--- src/rtl/irq_pending_if.sv ---
// irq_pending_if: request/mask inputs, valid/ready index handshake and status outputs of irq_pending_ctrl
//   req       request lines, bit k = request k raised this cycle
//   mask      1 = request k ineligible for selection
//   irq_valid irq_id holds a selected index
//   irq_ready consumer accepts irq_id this cycle
//   irq_id    index of the selected request
//   pending   sticky pending register
//   overrun   one-cycle pulse on a request hitting an already pending bit
//   serv_cnt  accepted-handshake counter, wraps
interface irq_pending_if #(
    parameter int N     = 16,
    parameter int IDW   = 4,
    parameter int CNT_W = 8
);
    logic [N-1:0]     req;
    logic [N-1:0]     mask;
    logic             irq_valid;
    logic             irq_ready;
    logic [IDW-1:0]   irq_id;
    logic [N-1:0]     pending;
    logic             overrun;
    logic [CNT_W-1:0] serv_cnt;
    modport master (
        input  req, mask, irq_ready,
        output irq_valid, irq_id, pending, overrun, serv_cnt
    );
    modport slave (
        output req, mask, irq_ready,
        input  irq_valid, irq_id, pending, overrun, serv_cnt
    );
endinterface

--- src/rtl/irq_pending_ctrl.sv ---
// irq_pending_ctrl: sticky 16-line pending register with mask, lowest-index priority select and valid/ready index handoff
//   clk    rising-edge clock
//   rst_n  synchronous active-low reset
//   bus    irq_pending_if.master: req/mask/irq_ready in; irq_valid/irq_id/pending/overrun/serv_cnt out
module irq_pending_ctrl #(
    parameter int N     = 16,
    parameter int IDW   = 4,
    parameter int CNT_W = 8
) (
    input  logic          clk,
    input  logic          rst_n,
    irq_pending_if.master bus
);
    typedef enum logic {IDLE, PRESENT} state_t;
    state_t           state, state_n;
    logic [N-1:0]     pending, clr, eligible;
    logic [IDW-1:0]   irq_id, sel;
    logic [CNT_W-1:0] serv_cnt;
    logic             overrun, irq_valid, accept;
    always_comb begin
        accept   = irq_valid & bus.irq_ready;
        clr      = accept ? ({{(N-1){1'b0}}, 1'b1} << irq_id) : '0;
        eligible = pending & ~bus.mask;
    end
    // descending scan so the lowest set bit is the last (winning) assignment
    always_comb begin
        sel = '0;
        for (int i = N - 1; i >= 0; i--)
            if (eligible[i]) sel = IDW'(i);
    end
    always_ff @(posedge clk)
        if (!rst_n) state <= IDLE;
        else        state <= state_n;
    always_comb begin
        state_n = state;
        if (state == IDLE) state_n = |eligible    ? PRESENT : IDLE;
        else               state_n = bus.irq_ready ? IDLE    : PRESENT;
    end
    always_comb irq_valid = (state == PRESENT);
    // set wins over clear: a request on the bit being accepted keeps it pending
    always_ff @(posedge clk)
        if (!rst_n) begin
            pending  <= '0;
            overrun  <= 1'b0;
            irq_id   <= '0;
            serv_cnt <= '0;
        end else begin
            pending  <= (pending & ~clr) | bus.req;
            overrun  <= |(bus.req & pending & ~clr);
            irq_id   <= (state == IDLE && |eligible) ? sel : irq_id;
            serv_cnt <= serv_cnt + CNT_W'(accept);
        end
    assign bus.irq_valid = irq_valid;
    assign bus.irq_id    = irq_id;
    assign bus.pending   = pending;
    assign bus.overrun   = overrun;
    assign bus.serv_cnt  = serv_cnt;
endmodule

--- src/flat_wrapper.sv ---
// flat-port wrapper written by rule: the top's interface ports become plain ports
module irq_pending_ctrl_flat 
#(
    parameter int N     = 16,
    parameter int IDW   = 4,
    parameter int CNT_W = 8
)
  (clk, rst_n, bus_req, bus_mask, bus_irq_ready, bus_irq_valid, bus_irq_id, bus_pending, bus_overrun, bus_serv_cnt);
  irq_pending_if #(.N(N), .IDW(IDW), .CNT_W(CNT_W)) bus_i ();
  input  logic clk;
  input  logic rst_n;
  input wire logic [$bits(bus_i.req)-1:0] bus_req;
  input wire logic [$bits(bus_i.mask)-1:0] bus_mask;
  input wire logic [$bits(bus_i.irq_ready)-1:0] bus_irq_ready;
  output wire logic [$bits(bus_i.irq_valid)-1:0] bus_irq_valid;
  output wire logic [$bits(bus_i.irq_id)-1:0] bus_irq_id;
  output wire logic [$bits(bus_i.pending)-1:0] bus_pending;
  output wire logic [$bits(bus_i.overrun)-1:0] bus_overrun;
  output wire logic [$bits(bus_i.serv_cnt)-1:0] bus_serv_cnt;
  assign bus_i.req = bus_req;
  assign bus_i.mask = bus_mask;
  assign bus_i.irq_ready = bus_irq_ready;
  assign bus_irq_valid = bus_i.irq_valid;
  assign bus_irq_id = bus_i.irq_id;
  assign bus_pending = bus_i.pending;
  assign bus_overrun = bus_i.overrun;
  assign bus_serv_cnt = bus_i.serv_cnt;
  irq_pending_ctrl #(.N(N), .IDW(IDW), .CNT_W(CNT_W)) u_core (.clk(clk), .rst_n(rst_n), .bus(bus_i));
endmodule
--- config.mk ---
export PLATFORM = sky130hd
export DESIGN_NAME = irq_pending_ctrl_flat
export DESIGN_NICKNAME = d
export VERILOG_FILES = /design/src/rtl/irq_pending_if.sv /design/src/rtl/irq_pending_ctrl.sv /design/src/flat_wrapper.sv
export SDC_FILE = /design/constraint.sdc
export NUM_CORES = 1
export LEC_CHECK = 0
export CAP_MARGIN = 40
export CORE_UTILIZATION = 48
export CTS_BUF_LIST = sky130_fd_sc_hd__clkbuf_8
export DETAILED_ROUTE_END_ITERATION = 16
export HOLD_SLACK_MARGIN = 0.15
export PLACE_DENSITY = 0.88
export SYNTH_ARGS = -nofsm -noshare
export SYNTH_HDL_FRONTEND = slang
export SYNTH_SLANG_ARGS = --single-unit
--- constraint.sdc ---
create_clock -name clk -period 3.81 [get_ports clk]
set_clock_uncertainty 0.05 [all_clocks]
set_input_delay 0.762 -clock clk [delete_from_list [all_inputs] [get_ports clk]]
set_output_delay 0.762 -clock clk [all_outputs]
set_load 0.005 [all_outputs]
# Word-level counts from Yosys, hierarchy flattened
# Index checks and enable logic that the tools add are counted.
dict set report word_totals {
  ff_bits 30
  input_bits 35
  out_inout_bits 30
  word_cells 39
}
dict set report op_classes {
  n_addsub 1
  shift 1
  mux 20
  bitwise_logic 9
  reduce_logical 3
}
# op n
set op_table {}
lappend op_table {{$and 16x16->16} 4}
lappend op_table {{$mux 4} 16}
lappend op_table {{$not 16->16} 2}
lappend op_table {{$reduce_or 16->1} 2}
lappend op_table {{$mux 16} 1}
lappend op_table {{$or 16x16->16} 1}
lappend op_table {{$shl 1x4->16 const A} 1}
lappend op_table {{$add 8x1->8} 1}
lappend op_table {{$mux 1} 3}
lappend op_table {{$and 1x1->1} 1}
lappend op_table {{$logic_and 1x1->1} 1}
lappend op_table {{$not 1->1} 1}

# Longest topological paths before layout
dict set report depth {
  word_depth 18
  depth_mapped 6
  depth_no_buf 6
}

# Least setup slack after synthesis
# No wires, ideal clock.
dict set report synth_timing {
  kind {input port to flip-flop}
  startpoint {input bus_irq_ready}
  endpoint {register u_core.overrun, in the netlist u_core.bus.overrun}
  setup_time_ps 120
  arrival_ps 1746
  required_ps 3640
  path_slack_ps 1894
  path_stages 5
  n_path_buf 0
  cell_sequence {and4b_4 > a21boi_2 > a2111oi_4 > nand4_1 > o31a_1}
}
dict set report synth_via {
  elab_chain_cells 5
}
# element line
set synth_lines {}
lappend synth_lines {{start, declared} flat_wrapper.sv:14} ;# input wire logic [$bits(bus_i.irq_ready)-1:0] bus_irq_ready;
lappend synth_lines {{$and 1x1->1} irq_pending_ctrl.sv:21} ;# accept = irq_valid & bus.irq_ready;
lappend synth_lines {{$mux 16} irq_pending_ctrl.sv:22} ;# clr = accept ? ({{(N-1){1'b0}}, 1'b1} << irq_id) : '0;
lappend synth_lines {{$not 16->16} irq_pending_ctrl.sv:49} ;# overrun <= |(bus.req & pending & ~clr);
lappend synth_lines {{$and 16x16->16} irq_pending_ctrl.sv:49}
lappend synth_lines {{$reduce_or 16->1} irq_pending_ctrl.sv:49}
lappend synth_lines {{end signal, assigned} irq_pending_ctrl.sv:49}
lappend synth_lines {{end, declared} irq_pending_ctrl.sv:19} ;# logic overrun, irq_valid, accept;
# Every way passes these cells.
# A chain may end at the register's enable or synchronous reset.

# Worst setup path in the final report
dict set report layout_timing {
  startpoint {register u_core.irq_id[2], in the netlist u_core.bus.irq_id[2]}
  endpoint {output bus_irq_id[2]}
}
# element line
set layout_rtl {}
lappend layout_rtl {{start, declared} irq_pending_ctrl.sv:17} ;# logic [IDW-1:0] irq_id, sel;
lappend layout_rtl {{start signal, assigned} irq_pending_ctrl.sv:50} ;# irq_id <= (state == IDLE && |eligible) ? sel : irq_id;
lappend layout_rtl {{end, declared} flat_wrapper.sv:16} ;# output wire logic [$bits(bus_i.irq_id)-1:0] bus_irq_id;
# No word-level cell between the ends.

==> flow_summary.json <==
{
  "endpoint": "bus_irq_id[2]",
  "grt_overflow_total": 0,
  "grt_pass1_wl_um": 7150,
  "routedWlPerCell_um": 15.1,
  "syn_to_final_growth_pct": 47.7,
  "crit_fanout": 11,
  "grt_use_total": 0.276,
  "holdPathStages": 2,
  "setup_violations": 0,
  "cts_setup_buffers": 0,
  "use_met2": 0.425,
  "io_pins": 65,
  "synth_cells": 191,
  "min_period_ns": 2.36,
  "drtIter0Drc": 107,
  "syn_nets": 228,
  "drv_cap": 0,
  "cp_data_required_time_ns": 3.00,
  "cts_tree": "built",
  "cp_top_family": "flip-flops",
  "layout-drive-gt1-share": 0.0739,
  "end_kind": "output port",
  "multi_input_area_um2": 973,
  "hold_viol_final": 0,
  "p_leak_nw": 0.879,
  "clk_path_buf_depth": 2,
  "core-area_mm2": 0.00310,
  "grt.met1_usage": 0.361,
  "gp_congestion": 0.941,
  "routed_wl_um": 4560,
  "ys.warnings.count": 0,
  "ys_types": 46,
  "crit_path_max_incr_delay_ns": 0.66,
  "yosysSeqAreaShare": 0.375,
  "postPlaceCellArea_mm2": 0.00228,
  "seq_area_um2": 601,
  "rsz0062_at_grt": "no",
  "grt_pass1_vias": 1537,
  "slew_violations": 0,
  "ys_ff_latch": 30,
  "grt_max_degree": 14,
  "status": "finished, final reports clean",
  "p_per_area_mw_per_mm2": 336,
  "crit_buf_inv": 1,
  "worst_setup_path_start_kind": "flop",
  "setup_tns_ns": 0,
  "cp_num_cells": 1,
  "drc": 0,
  "cts_made_buffers": 5,
  "met3_usage": 0.0714,
  "start_util": 0.517,
  "dr.pass1.iters": 4,
  "rr_worst_depth": 5,
  "arrival_ns": 1.55,
  "port_buffers": 64,
  "worstReg2RegEnd": "u_core.bus.overrun$_SDFF_PN0_",
  "die_width_um": 59.8,
  "hpwl_um": 3470,
  "fillers": 233,
  "netlist_area_mm2": 0.00160,
  "crit_type": "reg -> out",
  "grt_busiest_layer": "met2",
  "r2r_start": "u_core.bus.irq_id[2]$_SDFFE_PN0P_",
  "insertion_delay_ns": 0.28,
  "cp_slowest_cell": "dfxtp_1",
  "row_count": 20,
  "dieArea_mm2": 0.00357,
  "fin_crit_sh": 0.620,
  "worst_pin_slew_ns": 0.546,
  "maxSlewHeadroom": 0.635,
  "diodes": 0,
  "cts.clk_slew.worst_paths_ns": 0.06,
  "synth-edff-count": 0,
  "nets": 295,
  "cts_sinks": 30,
  "htree_levels": 2,
  "vias_per_cell": 5.51,
  "ctsHoldBuffers": 0,
  "peakVddDrop_uv": 215,
  "die_height_um": 59.8,
  "path_cells": "clkdlybuf4s50_1",
  "place_inst": 295,
  "synthFlopType": "dfxtp_1",
  "final_antenna_net_count": 0,
  "postCtsResizedCells": 0,
  "design_area_mm2": 0.00237,
  "r2r_slack_ns": 1.92,
  "power_mw": 0.796,
  "startpoint": "u_core.bus.irq_id[2]$_SDFFE_PN0P_",
  "grt_antenna_before_repair": 0,
  "fmax_ghz": 0.424,
  "async_reset_ff_frac": 0,
  "clockRootBuffer": "clkbuf_8",
  "final_cell_count_no_fill": 301,
  "hold_class": "reg -> reg",
  "vias": 1658,
  "syn_avg_cell_area_um2": 8.39
}
## routing by layer
layer / vias up / part of all wire
met5: - / 0
met4: 0 / 0.022
met3: 11 / 0.071
met2: 69 / 0.47
met1: 767 / 0.44
li1: 811 / -
## cells in the final DEF, fill, tap and decap left out, types with 2 or more instances in the layout
cell type	instances
a21boi_0	5
clkdlybuf4s50_1	64
nand2b_1	9
nand2_1	13
o21a_1	2
ha_1	2
nor4_1	2
nor2_1	27
a31oi_1	2
nand4_1	2
a21oi_1	14
dfxtp_1	30
and3_1	2
xor2_1	4
nor4b_2	2
inv_1	2
o21ai_0	2
nand3_1	17
clkbuf_8	6
nor2b_1	18
xnor2_1	2
and2_1	4
a211oi_1	2
## kinds of logic (layout without fill, tap and decap cells)
family / Yosys count / in the layout / synth area share
adder cells (fa/ha/maj): 2 / 2 / 0.0156
AO/OA/AOI/OAI: 41 / 41 / 0.187
flip-flops: 30 / 30 / 0.375
buffers and inverters: 7 / 73 / 0.0180
AND/OR/NAND/NOR: 105 / 105 / 0.372
XOR/XNOR: 6 / 6 / 0.0328
## registers in the layout, summed over array words and instances (netlist names)
name and cells:
u_core.bus.pending 16, u_core.bus.overrun 1, u_core.bus.serv_cnt 8, u_core.bus.irq_id 4, u_core.bus.irq_valid 1
## synth_stat cells, drive strengths merged, types with 3 or more instances
library cell,number,area (um2)
a21oi,14,70.1
xor2,4,35.0
clkbuf,3,11.3
nor4,3,25.0
a21boi,6,48.8
nor2,28,121
nor2b,18,113
and2,5,32.5
nand3,17,85.1
nand2b,9,56.3
nand2,13,48.8
dfxtp,30,601
## power by group
group	switching [mW]	internal (mW)	leakage (nW)
logic	0.0717	0.109	0.588
registers	0.0291	0.334	0.249
clock network	0.113	0.139	0.0431
## stage by stage
step | setup slack [ns] | utilization | hold WS (ns)
2_1_floorplan | 1.89 | - | 0.449
3_3_place_gp | 1.28 | 0.736 | 0.452
3_5_place_dp | 1.22 | 0.736 | 0.472
4_1_cts | 1.47 | 0.763 | 0.485
5_1_grt | 1.34 | 0.763 | 0.520
6_report | 1.45 | 0.763 | 0.489
## area by class of cell
| class | count | area share |
|---|---|---|
| repair buffers | 65 | 0.274 |
| inverters | 2 | 0.00317 |
| well taps | 44 | 0.0233 |
| multi-input cells | 154 | 0.411 |
| flip-flops and latches | 30 | 0.254 |
| clock buffers | 6 | 0.0349 |
## worst min path at each step
stage / start / end
final: u_core.bus.pending[5]$_SDFF_PN0_ / u_core.bus.pending[5]$_SDFF_PN0_
after global routing: u_core.bus.pending[6]$_SDFF_PN0_ / u_core.bus.pending[6]$_SDFF_PN0_
after CTS: u_core.bus.serv_cnt[7]$_SDFF_PN0_ / u_core.bus.serv_cnt[7]$_SDFF_PN0_
after detailed placement: u_core.bus.serv_cnt[7]$_SDFF_PN0_ / u_core.bus.serv_cnt[7]$_SDFF_PN0_
after global placement: u_core.bus.serv_cnt[7]$_SDFF_PN0_ / u_core.bus.serv_cnt[7]$_SDFF_PN0_
after floorplan: u_core.bus.irq_id[0]$_SDFFE_PN0P_ / u_core.bus.irq_id[0]$_SDFFE_PN0P_
Power figures use the tool's default switching activity.
